==> src/rtl/alu_muldiv_ctrl_pkg.sv <==
// Shared codes for the EX-stage ALU control and the iterative multiply/divide engine.
// Pure constants and combinational helpers; no state, no handshake.
package alu_muldiv_ctrl_pkg;

  localparam logic [3:0] ALUOP_AND = 4'b0000;
  localparam logic [3:0] ALUOP_OR  = 4'b0001;
  localparam logic [3:0] ALUOP_ADD = 4'b0010;
  localparam logic [3:0] ALUOP_SLL = 4'b0011;
  localparam logic [3:0] ALUOP_SRL = 4'b0100;
  localparam logic [3:0] ALUOP_SRA = 4'b0101;
  localparam logic [3:0] ALUOP_SUB = 4'b0110;
  localparam logic [3:0] ALUOP_SLT = 4'b0111;
  localparam logic [3:0] ALUOP_NOR = 4'b1100;
  localparam logic [3:0] ALUOP_XOR = 4'b1101;

  localparam logic [1:0] ALU_CTL_ADD  = 2'b00;
  localparam logic [1:0] ALU_CTL_SUB  = 2'b01;
  localparam logic [1:0] ALU_CTL_FUNC = 2'b10;

  localparam logic [5:0] FN_SLL   = 6'h00;
  localparam logic [5:0] FN_SRL   = 6'h02;
  localparam logic [5:0] FN_SRA   = 6'h03;
  localparam logic [5:0] FN_MFHI  = 6'h10;
  localparam logic [5:0] FN_MTHI  = 6'h11;
  localparam logic [5:0] FN_MFLO  = 6'h12;
  localparam logic [5:0] FN_MTLO  = 6'h13;
  localparam logic [5:0] FN_MULT  = 6'h18;
  localparam logic [5:0] FN_MULTU = 6'h19;
  localparam logic [5:0] FN_DIV   = 6'h1A;
  localparam logic [5:0] FN_DIVU  = 6'h1B;
  localparam logic [5:0] FN_ADD   = 6'h20;
  localparam logic [5:0] FN_SUB   = 6'h22;
  localparam logic [5:0] FN_AND   = 6'h24;
  localparam logic [5:0] FN_OR    = 6'h25;
  localparam logic [5:0] FN_XOR   = 6'h26;
  localparam logic [5:0] FN_NOR   = 6'h27;
  localparam logic [5:0] FN_SLT   = 6'h2A;

  localparam logic [1:0] MD_IDLE = 2'd0;
  localparam logic [1:0] MD_CALC = 2'd1;
  localparam logic [1:0] MD_FIX  = 2'd2;

  // Operation latched at start; sa/sb are operand signs (always 0 for unsigned ops).
  typedef struct packed {
    logic is_div;
    logic sa;
    logic sb;
  } md_op_t;

  function automatic logic is_md_class(input logic [5:0] f);
    return f inside {FN_MFHI, FN_MTHI, FN_MFLO, FN_MTLO,
                     FN_MULT, FN_MULTU, FN_DIV, FN_DIVU};
  endfunction

  function automatic logic is_md_calc(input logic [5:0] f);
    return f inside {FN_MULT, FN_MULTU, FN_DIV, FN_DIVU};
  endfunction

  function automatic logic [3:0] decode_func(input logic [5:0] f);
    logic [3:0] op;
    case (f)
      FN_SLL:  op = ALUOP_SLL;
      FN_SRL:  op = ALUOP_SRL;
      FN_SRA:  op = ALUOP_SRA;
      FN_ADD:  op = ALUOP_ADD;
      FN_SUB:  op = ALUOP_SUB;
      FN_AND:  op = ALUOP_AND;
      FN_OR:   op = ALUOP_OR;
      FN_XOR:  op = ALUOP_XOR;
      FN_NOR:  op = ALUOP_NOR;
      FN_SLT:  op = ALUOP_SLT;
      default: op = ALUOP_ADD;
    endcase
    return op;
  endfunction

endpackage

==> src/rtl/alu_muldiv_ctrl_muldiv_iter.sv <==
// Iterative shift-add multiplier / restoring divider; one bit per cycle, result WIDTH+2 edges after go.
// go is only honoured in IDLE; busy covers the whole CALC+FIX window, wr/done follow FIX.
module muldiv_iter
  import alu_muldiv_ctrl_pkg::*;
#(
  parameter int WIDTH = 32,
  parameter int CNT_W = $clog2(WIDTH) + 1
) (
  input  logic             clk,
  input  logic             reset,
  input  logic             go,
  input  logic             is_div,
  input  logic             sgn,
  input  logic [WIDTH-1:0] a,
  input  logic [WIDTH-1:0] b,
  output logic             busy,
  output logic             done,
  output logic             wr,
  output logic [WIDTH-1:0] wr_hi,
  output logic [WIDTH-1:0] wr_lo
);

  localparam logic [CNT_W-1:0] LAST = CNT_W'(WIDTH - 1);

  logic [1:0]         state;
  logic [CNT_W-1:0]   cnt;
  md_op_t             op;
  logic [WIDTH-1:0]   opnd;
  logic [2*WIDTH-1:0] acc;
  logic [WIDTH-1:0]   rem;

  logic               sa_in, sb_in;
  logic [WIDTH-1:0]   abs_a, abs_b;
  logic [WIDTH:0]     add_sum, shifted, diff;
  logic [2*WIDTH-1:0] prod;
  logic [WIDTH-1:0]   quo_fix, rem_fix;

  always_comb begin
    sa_in   = sgn & a[WIDTH-1];
    sb_in   = sgn & b[WIDTH-1];
    abs_a   = sa_in ? -a : a;
    abs_b   = sb_in ? -b : b;
    // Multiply: acc[WIDTH-1:0] holds the unconsumed multiplier bits, opnd the multiplicand.
    add_sum = {1'b0, acc[2*WIDTH-1:WIDTH]} + {1'b0, (acc[0] ? opnd : {WIDTH{1'b0}})};
    // Divide: acc[WIDTH-1:0] shifts dividend bits out and quotient bits in.
    shifted = {rem, acc[WIDTH-1]};
    diff    = shifted - {1'b0, opnd};
    prod    = (op.sa ^ op.sb) ? -acc : acc;
    // Divide by zero leaves quotient all-ones and remainder |a|; the remainder
    // sign fixup then restores the raw dividend, so only the quotient skips fixup.
    if (opnd == '0)
      quo_fix = '1;
    else
      quo_fix = (op.sa ^ op.sb) ? -acc[WIDTH-1:0] : acc[WIDTH-1:0];
    rem_fix = op.sa ? -rem : rem;
  end

  always_ff @(posedge clk) begin
    if (!reset) begin
      state <= MD_IDLE;
      cnt   <= '0;
      op    <= '0;
      opnd  <= '0;
      acc   <= '0;
      rem   <= '0;
      done  <= 1'b0;
    end else begin
      done <= 1'b0;
      case (state)
        MD_IDLE: begin
          if (go) begin
            op.is_div <= is_div;
            op.sa     <= sa_in;
            op.sb     <= sb_in;
            opnd      <= is_div ? abs_b : abs_a;
            acc       <= {{WIDTH{1'b0}}, (is_div ? abs_a : abs_b)};
            rem       <= '0;
            cnt       <= '0;
            state     <= MD_CALC;
          end
        end
        MD_CALC: begin
          if (op.is_div) begin
            rem              <= diff[WIDTH] ? shifted[WIDTH-1:0] : diff[WIDTH-1:0];
            acc[WIDTH-1:0]   <= {acc[WIDTH-2:0], ~diff[WIDTH]};
          end else begin
            acc <= {add_sum, acc[WIDTH-1:1]};
          end
          if (cnt == LAST)
            state <= MD_FIX;
          else
            cnt <= cnt + CNT_W'(1);
        end
        MD_FIX: begin
          done  <= 1'b1;
          state <= MD_IDLE;
        end
        default: state <= MD_IDLE;
      endcase
    end
  end

  assign busy  = (state != MD_IDLE);
  assign wr    = (state == MD_FIX);
  assign wr_hi = op.is_div ? rem_fix : prod[2*WIDTH-1:WIDTH];
  assign wr_lo = op.is_div ? quo_fix : prod[WIDTH-1:0];

endmodule

==> src/rtl/alu_muldiv_ctrl.sv <==
// EX-stage ALU control decode plus HI/LO unit; decode is combinational, MULT/DIV take WIDTH+2 edges.
// HI/LO-class instructions presented while busy raise stall and are dropped, never queued.
module alu_muldiv_ctrl
  import alu_muldiv_ctrl_pkg::*;
#(
  parameter  int WIDTH = 32,
  localparam int CNT_W = $clog2(WIDTH) + 1
) (
  input  logic             clk,
  input  logic             reset,
  input  logic [1:0]       alu_op_in,
  input  logic [5:0]       func,
  input  logic             start,
  input  logic [WIDTH-1:0] a,
  input  logic [WIDTH-1:0] b,
  output logic [3:0]       alu_op_out,
  output logic             busy,
  output logic             done,
  output logic             stall,
  output logic [WIDTH-1:0] hi,
  output logic [WIDTH-1:0] lo,
  output logic [WIDTH-1:0] mf_result
);

  logic             func_op;
  logic             md_go, md_is_div, md_sgn;
  logic             mt_hi, mt_lo;
  logic             md_wr;
  logic [WIDTH-1:0] md_hi, md_lo;

  always_comb begin
    case (alu_op_in)
      ALU_CTL_ADD:  alu_op_out = ALUOP_ADD;
      ALU_CTL_SUB:  alu_op_out = ALUOP_SUB;
      ALU_CTL_FUNC: alu_op_out = decode_func(func);
      default:      alu_op_out = ALUOP_ADD;
    endcase
  end

  assign func_op   = (alu_op_in == ALU_CTL_FUNC);
  assign md_go     = start & func_op & ~busy & is_md_calc(func);
  assign md_is_div = (func == FN_DIV) | (func == FN_DIVU);
  assign md_sgn    = (func == FN_MULT) | (func == FN_DIV);
  assign mt_hi     = start & func_op & ~busy & (func == FN_MTHI);
  assign mt_lo     = start & func_op & ~busy & (func == FN_MTLO);
  assign stall     = busy & start & is_md_class(func);

  muldiv_iter #(
    .WIDTH (WIDTH),
    .CNT_W (CNT_W)
  ) u_muldiv_iter (
    .clk    (clk),
    .reset  (reset),
    .go     (md_go),
    .is_div (md_is_div),
    .sgn    (md_sgn),
    .a      (a),
    .b      (b),
    .busy   (busy),
    .done   (done),
    .wr     (md_wr),
    .wr_hi  (md_hi),
    .wr_lo  (md_lo)
  );

  // MT writes can never collide with an engine write: the engine only writes while busy.
  always_ff @(posedge clk) begin
    if (!reset) begin
      hi <= '0;
      lo <= '0;
    end else if (md_wr) begin
      hi <= md_hi;
      lo <= md_lo;
    end else begin
      if (mt_hi) hi <= a;
      if (mt_lo) lo <= a;
    end
  end

  always_comb begin
    if (func == FN_MFHI)
      mf_result = hi;
    else if (func == FN_MFLO)
      mf_result = lo;
    else
      mf_result = '0;
  end

endmodule

==> config.mk <==
export PLATFORM = sky130hd
export DESIGN_NAME = alu_muldiv_ctrl
export DESIGN_NICKNAME = d
export VERILOG_FILES = /design/src/rtl/alu_muldiv_ctrl_pkg.sv /design/src/rtl/alu_muldiv_ctrl_muldiv_iter.sv /design/src/rtl/alu_muldiv_ctrl.sv
export SDC_FILE = /design/constraint.sdc
export NUM_CORES = 1
export LEC_CHECK = 0
export CAP_MARGIN = 40
export CORE_MARGIN = 1
export CORE_UTILIZATION = 59
export CTS_BUF_LIST = sky130_fd_sc_hd__clkbuf_16
export DETAILED_ROUTE_END_ITERATION = 12
export PLACE_DENSITY_LB_ADDON = 0.12
export SLEW_MARGIN = 25
export SYNTH_ARGS = -nofsm -noshare
export SYNTH_HDL_FRONTEND = slang
export SYNTH_SLANG_ARGS = --single-unit
==> constraint.sdc <==
create_clock -name clk -period 3.4 [get_ports clk]
set_input_delay 0.68 -clock clk [delete_from_list [all_inputs] [get_ports clk]]
set_output_delay 0.68 -clock clk [all_outputs]
set_load 0.05 [all_outputs]
### After elaboration in Yosys (flattened, before gate mapping)

Cells that the tools add are included.

* bits in registers: 204
* input port bits: 75
* word-level logic and storage cells: 109
* output and inout bits: 103

* bitwise logic cells: 14
* eq/ne operators: 26
* muxes and demuxes: 34
* add/subtract/negate cells: 8
* reductions and logical operators: 15

Operators with widths (count)
* 32-bit two-way mux: 21
* 64-bit two-way mux: 2
* 32-bit negator: 4
* 64-bit case mux with 2 select lines: 1
* 64-bit negator: 1
* 32-bit case mux with 2 select lines: 1
* 6-bit by 5-bit equality test with 1-bit output, second input constant: 9
* 6-bit equality test, second input constant: 6
* 4-bit case mux with 9 select lines: 1
* 32-bit by 32-bit adder with 33-bit output: 1
* 33-bit by 32-bit subtractor with 33-bit output: 1
* 32-bit logical NOT: 1
* 6-bit by 2-bit equality test with 1-bit output, second input constant: 2
* 6-bit two-way mux: 2
* 6-bit case mux with 2 select lines: 1
* 1-bit AND: 9
* 3-bit AND reduction: 3
* 4-bit case mux with 2 select lines: 1
* 2-bit nonzero test: 4
* 8-bit nonzero test: 1
* 6-bit by 1-bit adder with 6-bit output, second input constant: 1
* 6-bit logical NOT: 1
* 2-bit != test, second input constant: 3
* 2-bit AND reduction: 3
* other kinds (11): 17

### Depth between registers and ports, before layout

* word-level depth: 7
* gate-level depth with buffers: 13
* gate-level depth less buffers: 13

### By module

From an unflattened synthesis, not the netlist that was laid out.

* cell total of the unflattened synthesis: 2371
* area, all modules: 17698.2 sq um

Modules (own cells, without submodules)
* muldiv_iter: seq. area each 2802.7 sq um, cells an instance 1870, instances 1, area each 13301.5 sq um
* alu_muldiv_ctrl: seq. area each 1281.2 sq um, cells an instance 501, instances 1, area each 4396.7 sq um

### Worst setup path before layout

OpenSTA, ideal clock, no wires.

* kind: register to register
* start point: register u_muldiv_iter.acc[31]
* end point: register u_muldiv_iter.rem[17]
* data required time: 3.271 ns
* path buffers: 1
* period minus slack after synthesis: 3.160 ns
* setup time: 0.129 ns
* cell stages (with the launch flop): 14
* setup slack: 0.240 ns
* data arrival time: 3.030 ns
* path through: dfxtp_1 -> inv_1 -> ha_1 -> fa_1 -> and2b_1 -> o31a_1 -> o21ai_1 -> a21oi_1 -> nor3b_2 -> o41ai_4 -> xor2_4 -> buf_4 -> mux2i_1 -> o21ai_0

* word-level cells in the longest chain between the ends: 4

Ends and longest elaborated chain
* start: declaration: line alu_muldiv_ctrl_muldiv_iter.sv:29 `logic [2*WIDTH-1:0] acc;`
* start signal: assignment: line alu_muldiv_ctrl_muldiv_iter.sv:76 `acc <= {{WIDTH{1'b0}}, (is_div ? abs_a : abs_b)};`
* start signal: indexed assignment: line alu_muldiv_ctrl_muldiv_iter.sv:85 `acc[WIDTH-1:0] <= {acc[WIDTH-2:0], ~diff[WIDTH]};`
* start signal: assignment: line alu_muldiv_ctrl_muldiv_iter.sv:87 `acc <= {add_sum, acc[WIDTH-1:1]};`
* 33-bit by 32-bit subtractor with 33-bit output: line alu_muldiv_ctrl_muldiv_iter.sv:47 `diff = shifted - {1'b0, opnd};`
* 32-bit two-way mux: line alu_muldiv_ctrl_muldiv_iter.sv:84 `rem <= diff[WIDTH] ? shifted[WIDTH-1:0] : diff[WIDTH-1:0];`
* 32-bit two-way mux: line alu_muldiv_ctrl_muldiv_iter.sv:83 `if (op.is_div) begin`
* 32-bit case mux with 2 select lines: line alu_muldiv_ctrl_muldiv_iter.sv:69 `case (state)`
* end signal: assignment: line alu_muldiv_ctrl_muldiv_iter.sv:84
* end: declaration: line alu_muldiv_ctrl_muldiv_iter.sv:30 `logic [WIDTH-1:0] rem;`

No other way between the ends. The select of a mux whose other input is x is not followed.
A chain may end at the register's enable or synchronous reset.

### Final worst setup path

* start point: register u_muldiv_iter.acc[0]
* end point: register u_muldiv_iter.acc[59]

* word-level cells in the longest chain between the ends: 4

Ends and longest elaborated chain
* 32-bit two-way mux: line alu_muldiv_ctrl_muldiv_iter.sv:44 `add_sum = {1'b0, acc[2*WIDTH-1:WIDTH]} + {1'b0, (acc[0] ? opnd : {WIDTH{1'b0}})};`
* 32-bit by 32-bit adder with 33-bit output: line alu_muldiv_ctrl_muldiv_iter.sv:44
* 32-bit two-way mux: line alu_muldiv_ctrl_muldiv_iter.sv:83
* 64-bit case mux with 2 select lines: line alu_muldiv_ctrl_muldiv_iter.sv:69

No other way between the ends. The select of a mux whose other input is x is not followed.

==> impl_results.md <==
- Achievable frequency: approximately 300 MHz
- Die Span Y: 171 µm
- IO Count: approximately 180
- Cell accounting for the most synthesized area: dfxtp_1
- H-Tree Depth: 1
- DR vias: between 15000 and 20000
- EDFF count, synth: 0
- Sequential share of the synthesized area: 0.243
- Final setup viols: 0
- FFs w/ async S/R, synth: 0
- Area growth syn-to-layout: 27.0%
- Post-synth cell types: 92
- Commonest cells post-synth: 204 x dfxtp_1, 191 x o21ai_0, 189 x nand2_1
- Placed Instances: between 2000 and 3000
- Largest net degree at the start of global routing: about 150
- Antenna-violating nets left: 0
- Synth Net Count: 2314
- CP bufs+invs: 2
- CP Capture Type: flop
- Antenna cells: 0
- Clock Root Buffer: clkbuf_16
- Final-layout fill cell count: ~2100
- CP peak stage delay: ~0.45 ns
- Antenna violations before repair: 1
- Top-count cell post-synth: dfxtp_1
- Vias in the first global route: 17300
- Num CTS Buffers: 26
- Number of port buffers: between 150 and 200
- Core box area: 0.0279 mm²
- Share of cells above drive strength 1: 0.156
- Utilization after layout: 0.765
- Crit-path leading delay family: compound AO/OA/AOI/OAI gates
- Status: completed
- Max-Cap Viols: 0
- Syn Std Cell Area: roughly 0.017 mm²
- Die area: just under 0.03 mm²
- Worst min path class: reg -> reg
- Total Wirelength: roughly 69 mm
- Final Non-Filler Cells: 2826
- Ys flop type: dfxtp_1
- WL per Instance: between 20 and 25 µm
- Final Skew: ~0.011 ns
- Initial core utilization: 0.603
- Dpl ws: -0.229 ns
- Final Hold Viols: 0
- Clock sink total: approximately 200
- Setup TNS Final: 0 ns
- Ys Warns: 0
- Slew headroom: 0.454
- Final Wtd Congestion: 1.04
- Initial DRC Count: a little under 3000
- Critical Path Slowest Stage Cell: o41ai_1
- Crit path arrival time: ~3.7 ns
- Clock transition at the registers of the reported paths: around 0.060 ns
- Vias per cell: between 6 and 7
- LEAKAGE: 8.78 nW
- Pwr Density: about 280 mW/mm²
- Worst path most repeated cell: o21ai_0
- DP Area: 0.0204 mm²
- Die X-Extent: 171 µm
- Cell Chain, Critical Path: inv_2 > buf_4 > nor2_1 > ha_1 > a21o_1 > a21oi_1 > o21ai_0 > a221o_1 > a22oi_1 > o21ai_0 > o41ai_1 > xnor2_1 > o21ai_1
- Total GRT Usage: 0.462
- Tmin final: between 3 and 4 ns
- Synth area leaders: dfxtp_1 24%, mux2i_1 6.3%, o21ai_0 5.7%
- # rows: 61
- Final worst slack: 0.0890 ns
- First-pass GRT wire length: 102 mm
- Startpoint types: flop
- Setup Crit Path Kind: reg -> reg
- Clock buffer depth: 3
- IR Drop Worst-Case VDD: roughly 0.4 mV
- Synth top area share: 0.243
- DPL Wire Length: 53.2 mm
- Final worst path period share: 0.974
- CTS Hold Buffers Added: 0
- Flop and latch count out of synthesis: about 200
- Slew Viols, Final: 0
- DRT Pass-1 Iters: 6
- DRC errors left: 0
- Req. time, crit path: ~3.8 ns
- Final #Nets: 2577
- CP max FO: 14
- Cells after synthesis: about 2200
- Worst-Margin Slew: just over 0.8 ns
- Finished Cell Area: 0.0213 mm²
- CTS tree: yes
- Clock Latency Late Sink: ~0.55 ns
- Total grt overflow: 0
- Syn avg cell area: approximately 7.8 µm²
[power breakdown]
part | switching, mW | internal, mW | leakage (nW)
Sequential | 0.0145 | 2.40 | 1.64
Clock | 1.15 | 1.65 | 0.437
Combinational | 0.496 | 0.366 | 6.70
[layout make-up]
cell class | instances | area, µm² | share of cell area
Sequential cell | 204 | 4090 | 0.192
Multi-Input combinational cell | 1762 | 12000 | 0.563
Inverter | 67 | 251 | 0.0118
Timing Repair Buffer | 368 | 3660 | 0.172
Clock buffer | 27 | 676 | 0.0317
Clock inverter | 20 | 165 | 0.00775
Tap cell | 378 | 473 | 0.0222
[routing by layer]
| metal | vias up | routed length, µm | track usage | share of wire |
|---|---|---|---|---|
| li1 | 8407 | - | - | - |
| met1 | 8911 | 27000 | 0.610 | 0.39 |
| met2 | 1353 | 29100 | 0.696 | 0.42 |
| met3 | 309 | 8390 | 0.0985 | 0.12 |
| met4 | 2 | 4640 | 0.259 | 0.067 |
| met5 | - | 15 | 0 | 0.00022 |
[timing repair]
item / in CTS / in global routing
endpoints found under the hold margin: 0 / 0
setup buffers: 0 / 3
gates cloned: 0 / 1
gates resized for setup: 3 / 16
pin swaps: 0 / 4
setup endpoints to repair: 2 / 45
[cell families after synthesis]
kind of cell	after synthesis	synth area share
AOI/OAI and AO/OA	670	0.254
adders and majority gates	73	0.0553
xor gates and xnor gates	205	0.108
muxes	157	0.0974
and+or+nand+nor	657	0.196
buffers and inverters	200	0.0466
DFF	204	0.243
[worst paths after layout]
path | start | endpoint | slack (ns) | cells past startpoint
hold / removal | u_muldiv_iter.cnt[1] | u_muldiv_iter.cnt[1] | 0.51 | 2
setup reg to reg | u_muldiv_iter.acc[0] | u_muldiv_iter.acc[59] | 0.09 | 13
setup / recovery | u_muldiv_iter.acc[0] | u_muldiv_iter.acc[59] | 0.09 | 13
hold reg to reg | u_muldiv_iter.cnt[1] | u_muldiv_iter.cnt[1] | 0.51 | 2
[stage by stage]
| step | hold WS, ns | total power [mW] |
|---|---|---|
| 2_1_floorplan | 0.462 | 2.89 |
| 3_3_place_gp | 0.483 | 3.25 |
| 3_5_place_dp | 0.494 | 3.27 |
| 4_1_cts | 0.503 | 5.99 |
| 5_1_grt | 0.552 | 6.18 |
| 6_report | 0.507 | 6.07 |
[registers in the layout, indices dropped and copies added, names as in the netlist]
signal,cells
u_muldiv_iter.rem,32
u_muldiv_iter.cnt,6
u_muldiv_iter.acc,64
u_muldiv_iter.opnd,32
u_muldiv_iter.state,2
u_muldiv_iter.op,3
lo,32
u_muldiv_iter.done,1
hi,32
[worst min-delay path, cell delays in order, from the launching register on]
cell and delay [ns]:
dfxtp_1 0.32, nand3_1 0.06, a21boi_0 0.07
[cell usage in the layout, fill, tap and decap left out, types with 23 or more instances in the layout]
| cell type | count |
|---|---|
| inv_1 | 72 |
| dfxtp_1 | 202 |
| xnor2_1 | 101 |
| a21o_1 | 34 |
| nand2_1 | 189 |
| mux2_2 | 51 |
| a21oi_1 | 166 |
| nor3_1 | 30 |
| o31ai_1 | 34 |
| mux2i_1 | 104 |
| nor4_1 | 26 |
| a31oi_1 | 23 |
| nor2b_1 | 42 |
| o21ai_0 | 188 |
| buf_12 | 41 |
| nor2_1 | 182 |
| ha_1 | 71 |
| o22ai_1 | 30 |
| clkdlybuf4s50_1 | 138 |
| and2_1 | 26 |
| buf_4 | 183 |
| xor2_1 | 101 |
| nand3_1 | 42 |
| clkbuf_16 | 28 |
No activity file was read; power rests on OpenSTA's default activity.
